**src/rtl/cnn_zero_pad_stream.sv**
```systemverilog
// Streaming zero-pad stage: wraps each IMAGE_WIDTH x IMAGE_HEIGHT map of a channel-major raster
// stream in PAD rows/columns of zeros, stalling upstream while border zeros are emitted.
module cnn_zero_pad_stream #(
    parameter int unsigned DATA_WIDTH   = 32,
    parameter int unsigned IMAGE_WIDTH  = 153,
    parameter int unsigned IMAGE_HEIGHT = 153,
    parameter int unsigned CHANNEL_NUM  = 64,
    parameter int unsigned PAD          = 1
) (
    input  logic                  clk,
    input  logic                  reset,
    input  logic                  valid_in,
    input  logic [DATA_WIDTH-1:0] pxl_in,
    output logic                  ready_in,
    output logic [DATA_WIDTH-1:0] pxl_out,
    output logic                  valid_out,
    output logic                  frame_done
);

    localparam int unsigned PW = IMAGE_WIDTH + 2 * PAD;
    localparam int unsigned PH = IMAGE_HEIGHT + 2 * PAD;
    localparam int unsigned CW = (PW > 1) ? $clog2(PW) : 1;
    localparam int unsigned RW = (PH > 1) ? $clog2(PH) : 1;
    localparam int unsigned HW = (CHANNEL_NUM > 1) ? $clog2(CHANNEL_NUM) : 1;

    localparam logic [CW-1:0] COL_LAST = CW'(PW - 1);
    localparam logic [RW-1:0] ROW_LAST = RW'(PH - 1);
    localparam logic [HW-1:0] CH_LAST  = HW'(CHANNEL_NUM - 1);

    typedef enum logic [0:0] {StIdle, StRun} state_e;

    state_e        state_q;
    logic [CW-1:0] col_q;
    logic [RW-1:0] row_q;
    logic [HW-1:0] ch_q;

    logic [31:0] col_x;
    logic [31:0] row_x;
    logic        interior;
    logic        advance;
    logic        col_end;
    logic        row_end;
    logic        ch_end;

    always_comb begin
        col_x    = 32'(col_q);
        row_x    = 32'(row_q);
        // "x + 1 > PAD" is the lower bound; it stays meaningful when PAD is 0.
        interior = (col_x + 32'd1 > PAD) && (col_x < PAD + IMAGE_WIDTH) &&
                   (row_x + 32'd1 > PAD) && (row_x < PAD + IMAGE_HEIGHT);
        col_end  = (col_q == COL_LAST);
        row_end  = (row_q == ROW_LAST);
        ch_end   = (ch_q == CH_LAST);
        ready_in = (state_q == StRun) && interior;
        // Border positions advance unconditionally; interior ones wait for a pixel.
        advance  = (state_q == StRun) && (!interior || valid_in);
    end

    always_ff @(posedge clk or negedge reset) begin
        if (!reset) begin
            state_q    <= StIdle;
            col_q      <= '0;
            row_q      <= '0;
            ch_q       <= '0;
            pxl_out    <= '0;
            valid_out  <= 1'b0;
            frame_done <= 1'b0;
        end else begin
            frame_done <= 1'b0;
            case (state_q)
                StIdle: begin
                    valid_out <= 1'b0;
                    if (valid_in) begin
                        state_q <= StRun;
                    end
                end
                StRun: begin
                    valid_out <= advance;
                    if (advance) begin
                        pxl_out <= interior ? pxl_in : '0;
                        if (!col_end) begin
                            col_q <= col_q + 1'b1;
                        end else begin
                            col_q <= '0;
                            if (!row_end) begin
                                row_q <= row_q + 1'b1;
                            end else begin
                                row_q <= '0;
                                if (ch_end) begin
                                    ch_q       <= '0;
                                    frame_done <= 1'b1;
                                    state_q    <= StIdle;
                                end else begin
                                    ch_q <= ch_q + 1'b1;
                                end
                            end
                        end
                    end
                end
                default: state_q <= StIdle;
            endcase
        end
    end

endmodule
```
**config.mk**
```make
export PLATFORM = sky130hd
export DESIGN_NAME = cnn_zero_pad_stream
export DESIGN_NICKNAME = d
export VERILOG_FILES = /design/src/rtl/cnn_zero_pad_stream.sv
export SDC_FILE = /design/constraint.sdc
export NUM_CORES = 1
export LEC_CHECK = 0
export ABC_AREA = 1
export BUFFER_PORTS_ARGS = -buffer_cell sky130_fd_sc_hd__buf_2
export CELL_PAD_IN_SITES_DETAIL_PLACEMENT = 2
export CELL_PAD_IN_SITES_GLOBAL_PLACEMENT = 2
export CORE_MARGIN = 3
export CORE_UTILIZATION = 33
export DETAILED_ROUTE_END_ITERATION = 10
export GPL_TIMING_DRIVEN = 1
export PLACE_DENSITY_LB_ADDON = 0.1
export SLEW_MARGIN = 20
export SYNTH_ARGS = -nofsm -noshare
export SYNTH_HDL_FRONTEND = slang
export SYNTH_SLANG_ARGS = --single-unit
```
**constraint.sdc**
```tcl
create_clock -name clk -period 5.5 [get_ports clk]
set_clock_uncertainty 0.2 [all_clocks]
set_input_delay 0.55 -clock clk [delete_from_list [all_inputs] [get_ports clk]]
set_output_delay 0.55 -clock clk [all_outputs]
set_load 0.05 [all_outputs]
```
==> results of run 1 <==
[final cells by class]
type,instances,share of cell area
flip-flops and latches,57,0.399
well taps,108,0.0378
clock buffers,10,0.0385
clock inverters,5,0.0158
inverters,29,0.0305
multi-input cells,282,0.377
repair buffers,71,0.101
[kinds of logic after synthesis]
group / after synthesis
simple gates: 252
buf+inv: 49
compound gates: 20
xor+xnor: 3
flops: 57
fa+ha+maj: 7
[worst max-delay path, delay by kind of cell, from the launching register on]
family                   cells  cell delay (ns)
AND/OR/NAND/NOR              6             1.04
AO/OA/AOI/OAI                1             0.14
adder cells (fa/ha/maj)      1             0.31
flip-flops                   1             0.46
buffers and inverters        3             0.53
[cell usage in the layout (no fill, tap or decap), drive strengths merged]
cell type	netlist	layout
clkbuf	6	10
bufinv	0	1
nor3	1	1
nand3b	2	2
buf	14	71
o21bai	1	1
clkinv	0	3
xor2	2	2
clkinvlp	0	1
nor4	1	1
nand4	22	22
nand3	53	53
o21ai	12	12
dfrtp	57	57
nor2	27	27
a21oi	7	7
ha	7	7
xnor2	1	1
nand2	146	146
inv	29	29
[layer usage]
metal | share of wire | GRT usage | up-vias
met3 | 0.045 | 0.0413 | 10
met1 | 0.43 | 0.218 | 1413
met2 | 0.51 | 0.319 | 50
met4 | 0.012 | 0.0583 | 0
met5 | 0 | 0 | -
li1 | - | - | 1379
[registers in the layout, indices dropped and copies added, names as in the netlist]
name / count
ch_q: 6
col_q: 8
frame_done: 1
pxl_out: 32
row_q: 8
state_q: 1
valid_out: 1
[power by group through the flow]
stage                     Combinational [mW]  Clock [mW]  Sequential, mW
final                                  0.189       0.390           0.495
after global routing                   0.217       0.425           0.502
after CTS                              0.195       0.405           0.495
after detailed placement               0.190           0           0.502
after global placement                 0.181           0           0.501
after floorplan                        0.142           0           0.484
[Yosys cell counts, types with 3 or more instances]
cell type    n
a21oi_1      7
buf_2        4
buf_4        5
buf_6        5
clkbuf_1     6
dfrtp_1     57
ha_1         7
inv_1       27
nand2_1    146
nand3_1     49
nand3_2      4
nand4_1     20
nor2_1      23
nor2_2       3
o21ai_0      8
o21ai_1      4
[path summary, 6_finish.rpt]
check / from / endpoint / slack [ns] / depth (start not counted)
min in group clk: pxl_in[19] / pxl_out[19] / 0.25 / 3
worst min register to register: pxl_out[27] / pxl_out[27] / 0.28 / 2
max in group asynchronous: reset / col_q[4] / 4.43 / 2
worst max register to register: col_q[1] / col_q[1] / 2.51 / 12
worst min-delay path: reset / row_q[2] / 0.15 / 2
worst max-delay path: col_q[1] / ready_in / 1.94 / 11
[metrics by stage]
stage	hold WS [ns]	util
6_report	0.149	0.406
5_1_grt	0.219	0.406
4_1_cts	0.196	0.406
3_5_place_dp	0.266	0.384
3_3_place_gp	0.257	0.384
2_1_floorplan	0.0544	-
==> impl_metrics.csv, run 1 <==
group,metric,value,unit
sta,layout_setup_ws,1.94,ns
finish,syn_to_final_growth,18.3,%
synthesis,syn_nets,430,
grt,antenna_found_initial,0,
pwr,p_per_area,301,nW/um^2
placement,placed_area,3380,sq um
pwr,intPower,0.729,mW
synthesis,netlist.top_cell.by_area,"dfrtp_1",
clock_network,cts_setup_buffers,0,
synthesis,syn-cell-area,3020,sq um
clock_network,postCtsHoldBufs,0,
synthesis,synthMuxAreaShare,0,
die,die_y,102,um
finish,instances_no_fill,562,
sta,clock.fmax,281,MHz
detailed_routing,routed_wl,8990,um
clock_network,tritoncts,"built",
sta,worst_pin_slew,0.802,ns
synthesis,synth-edff-count,0,
pwr,p_switching,0.345,mW
clock_network,ctsRootBufferMaster,"clkbuf_8",
clock_network,insertion_delay,0.33,ns
placement,pre_cts_ws,2.26,ns
finish,design_area,3570,sq um
synthesis,seq_area_frac_synth,0.472,
critical_path,slowest_stage,"nor2_4",
detailed_routing,route.vias.total,2852,
clock_network,clk_pin_slew_worst_paths,0.07,ns
synthesis,async_reset_ff_frac,1.00,
finish,drive_gt1_frac,0.218,
synthesis,synth_top_area_frac,0.472,
synthesis,synth-compound-area-share,0.0340,
detailed_routing,routed_via_density,5.07,
synthesis,syn_inst,388,
synthesis,synthSimpleGateAreaFrac,0.375,
placement,placed_cells,547,
clock_network,cts_resized,0,
pwr,p_total,1.07,mW
die,dieArea,10300,sq um
synthesis,synthXorXnorAreaFrac,0.00870,
grt,grt.overflow.total,0,
critical_path,path_cells,"inv_1 > ha_1 > inv_1 > a21oi_1 > nor2_1 > nand2_1 > nor2_1 > nand3_1 > nand3_1 > nor2_4 > buf_2",
detailed_routing,drtIter0Drc,80,
critical_path,slowest_delay,0.61,ns
pwr,vdd_drop_max,0.000120,V
clock_network,cts.sinks,57,
detailed_routing,post_drt_wl_per_cell,16.0,um
grt,grt_start_max_net_pins,58,
pwr,seqPwrFrac,0.461,
clock_network,clock_path_buffers,2,
synthesis,syn_area_per_cell,7.78,sq um
synthesis,ys_seq_elements,57,
synthesis,synth.distinct_cells,25,
sta,setup_tns,0,ns
sta,grt_setup_unrepaired,"false",
critical_path,required,4.75,ns
detailed_routing,drc,0,
grt,grt_pass1_vias,3182,
placement,place_congestion,0.754,
placement,dp_hpwl,6410,um
critical_path,arrival,2.81,ns
grt,grt_use_total,0.181,
clock_network,cts-htree-levels,3,
placement,port_buffers,69,
clock_network,cts_made_buffers,9,
synthesis,synth_top_family_by_area,"simple AND/OR/NAND/NOR gates",
finish,nNetsFinal,492,
die,rows,34,
finish,multi_input_area,1350,sq um
critical_path,cp_max_fo,33,
critical_path,end_kind,"output pin",
detailed_routing,ant_nets,0,
sta,period_needed,3.56,ns
sta,finalCritPeriodShare,0.648,
status,outcome,"finished, final reports clean",
sta,finalHoldViolations,0,
pwr,leakagePower,2.03,nW
die,coreArea,8810,sq um
critical_path,start_kind,"register",
die,io_pins,70,
sta,setup_violations,0,
hold_path,hold_path_class,"primary input to async pin",
critical_path,path_class,"register to output pin",
job,maxCapViolations,0,
detailed_routing,firstDrtPassIters,4,
synthesis,synth_warnings,0,
synthesis,synth_top_cells_by_area,"dfrtp_1 (47%), nand2_1 (18%), nand3_1 (8.1%)",
die,die_w,102,um
pwr,combPwrFrac,0.176,
grt,grt_pass1_wl,15000,um
pwr,p_clk_frac,0.363,
pwr,swShare,0.321,
finish,seq_area,1430,sq um
die,start_util,0.343,
finish,num_antenna_cells,0,
synthesis,synthAdderAreaFrac,0.0290,
sta,maxSlewHeadroom,0.466,
sta,report.final.slew_viol_count,0,
synthesis,synth-main-ff-cell,"dfrtp_1",
finish,fillCellCount,1051,
(Power assumes the default switching activity.)
==> inputs of run 2 (changes only) <==
- ABC_AREA: 1 -> 0
- CORE_UTILIZATION: 33 -> 30
- clock period: 5.5 -> 3.25 ns (I/O delays scaled with it)
==> run 2 against run 1 <==
Clock power grew 73%. Global-route usage shrank 0.56 points. Die area shrank 1.0%. Sequential share of layout area shrank 0.58 points. Wire length shrank 7.2%. Highest routed layer unchanged. Register-to-register slack lost 2.3 ns. Critical path depth shrank 2. Sequential power grew 98%. Final cell count shrank 19%. Area after synthesis shrank 10%. Utilization grew 0.80 points.
==> impl_metrics.csv, run 2 <==
group,metric,value,unit
synthesis,yosysMostFrequentCell,"dfrtp_1",
hold_path,min_to,"pxl_out[17]",
placement,placed_area,3200,sq um
clock_network,cts-htree-levels,3,
die,coreArea,8760,sq um
die,io_pins,70,
pwr,seqPwrFrac,0.368,
sta,worst_pin_slew,0.452,ns
hold_path,hold_path_startpoint,"pxl_in[17]",
finish,syn_to_final_growth,33.5,%
clock_network,cts_setup_buffers,0,
synthesis,synth.distinct_cells,46,
sta,setup_tns,0,ns
placement,dp_hpwl,5700,um
sta,finalHoldViolations,0,
job,maxCapViolations,0,
clock_network,insertion_delay,0.34,ns
detailed_routing,routed_wl,8340,um
synthesis,synth_top_area_frac,0.525,
placement,port_buffers,69,
critical_path,rrSetupSlack,0.25,ns
sta,grt_setup_unrepaired,"false",
hold_path,min_delay_path_depth,2,
synthesis,synth_common_cells,"dfrtp_1 (57), a22o_1 (31), nand2_1 (16), nor2_1 (15), o21ai_0 (12)",
synthesis,syn-cell-area,2720,sq um
sta,report.final.slew_viol_count,0,
synthesis,async_reset_ff_frac,1.00,
detailed_routing,route.vias.total,2381,
detailed_routing,ant_nets,0,
synthesis,syn_area_per_cell,11.1,sq um
die,die_w,101,um
pwr,leakagePower,1.77,nW
synthesis,netlist.top_cell.by_area,"dfrtp_1",
critical_path,start_kind,"register",
finish,drive_gt1_frac,0.289,
synthesis,syn_nets,287,
detailed_routing,post_drt_wl_per_cell,18.3,um
sta,maxSlewHeadroom,0.698,
finish,seq_area,1430,sq um
finish,layout_commonest_cell,"buf_2",
clock_network,tritoncts,"built",
pwr,intPower,1.50,mW
status,outcome,"finished, final reports clean",
clock_network,cts.sinks,57,
finish,fillCellCount,959,
detailed_routing,drc,0,
finish,largest_register_ffs,32,
pwr,combPwrFrac,0.379,
grt,grt_start_max_net_pins,41,
die,start_util,0.310,
die,die_y,101,um
die,rows,34,
synthesis,synth-edff-count,0,
sta,clock.fmax,333,MHz
detailed_routing,routed_via_density,5.21,
clock_network,clock_path_buffers,2,
pwr,p_clk_frac,0.253,
synthesis,ys_seq_elements,57,
grt,grt_use_total,0.176,
critical_path,path_class,"register to register",
grt,grt.overflow.total,0,
critical_path,cp_max_fo,10,
finish,multi_input_area,1200,sq um
pwr,swShare,0.436,
synthesis,syn_inst,245,
finish,design_area,3630,sq um
pwr,p_switching,1.16,mW
finish,top_register,"pxl_out",
clock_network,ctsRootBufferMaster,"clkbuf_8",
finish,nNetsFinal,386,
detailed_routing,drtIter0Drc,81,
critical_path,r2r_end,"ch_q[5]",
sta,setup_violations,0,
critical_path,arrival,3.01,ns
synthesis,synth-main-ff-cell,"dfrtp_1",
synthesis,seq_area_frac_synth,0.525,
pwr,p_per_area,734,nW/um^2
finish,reg_top3,"pxl_out: 32 flops, col_q: 8 flops, row_q: 8 flops",
grt,grt_pass1_vias,2643,
finish,num_antenna_cells,0,
grt,antenna_found_initial,0,
hold_path,hold_path_class,"primary input to register",
detailed_routing,firstDrtPassIters,4,
sta,period_needed,3.00,ns
critical_path,required,3.26,ns
finish,final_cell_mix,"buf_2 (69), dfrtp_1 (57), a22o_1 (31)",
placement,place_congestion,0.732,
clock_network,cts_made_buffers,9,
critical_path,end_kind,"register",
pwr,vdd_drop_max,0.000316,V
sta,finalCritPeriodShare,0.924,
placement,placed_cells,419,
clock_network,clk_pin_slew_worst_paths,0.08,ns
critical_path,worstRegToRegCells,9,
synthesis,synth_top_cells_by_area,"dfrtp_1 (53%), a22o_1 (10%), ha_1 (3.2%)",
grt,grt_pass1_wl,14000,um
die,dieArea,10200,sq um
critical_path,r2r-start,"col_q[1]",
finish,instances_no_fill,457,
synthesis,synth_warnings,0,
run 2: timing repair:
action / CTS / global route
resized for setup: 0 / 1
hold buffers: 22 / 0
setup endpoints to repair: 0 / 1
endpoints found under the hold margin: 38 / 0
run 2: final cells by class:
class | instances | share of cell area
Clock buffer | 10 | 0.0352
Clock inverter | 6 | 0.0190
Inverter | 11 | 0.0114
Sequential cell | 57 | 0.393
Multi-Input combinational cell | 166 | 0.331
Tap cell | 108 | 0.0373
Timing Repair Buffer | 99 | 0.173
run 2: layer usage:
layer  global-route usage  wire [um]
met5                    0          0
met4               0.0501         61
met3               0.0537        494
met2                0.291       4110
met1                0.222       3680
run 2: how the worst max path moves through the flow:
stage / start / endpoint / slack [ns] / cells past startpoint
after CTS: col_q[1] / ready_in / 0.14 / 7
after global placement: col_q[1] / row_q[2] / 0.46 / 9
final: col_q[1] / ch_q[5] / 0.25 / 9
after floorplan: row_q[0] / pxl_out[31] / 0.19 / 7
after global routing: col_q[1] / ch_q[5] / 0.04 / 9
after detailed placement: col_q[1] / ch_q[5] / 0.25 / 9
run 2: logic make-up after synthesis:
group           share of synthesized area
fa+ha+maj                          0.0322
mux                                0.0124
compound gates                      0.227
xor+xnor                           0.0322
flops                               0.525
simple gates                        0.135
buf+inv                            0.0368
run 2: through the flow:
step	worst slack [ns]	total power [mW]	util	hold slack, ns
floorplan	0.192	1.69	-	-0.171
global placement	0.464	1.96	0.366	0.101
detailed placement	0.251	1.97	0.366	0.108
CTS	0.145	2.70	0.413	0.000494
global route	0.0450	2.82	0.414	0.000867
finish	0.247	2.66	0.414	0.0122
run 2: power by group through the flow:
stage	combinational, mW	clock, mW	sequential (mW)
floorplan	0.357	0	1.33
global placement	0.973	0	0.989
detailed placement	0.989	0	0.985
CTS	1.02	0.695	0.981
global route	1.09	0.727	1.01
finish	1.01	0.674	0.980
run 2: worst max-delay path, cell delays in order (launching register included):
cell and delay (ns):
dfrtp_1 0.45, ha_1 0.25, nand3_1 0.17, nor2_1 0.09
o41ai_1 0.44, o2111a_1 0.39, o31ai_4 0.11, buf_4 0.20
o41ai_1 0.43, o41ai_1 0.14
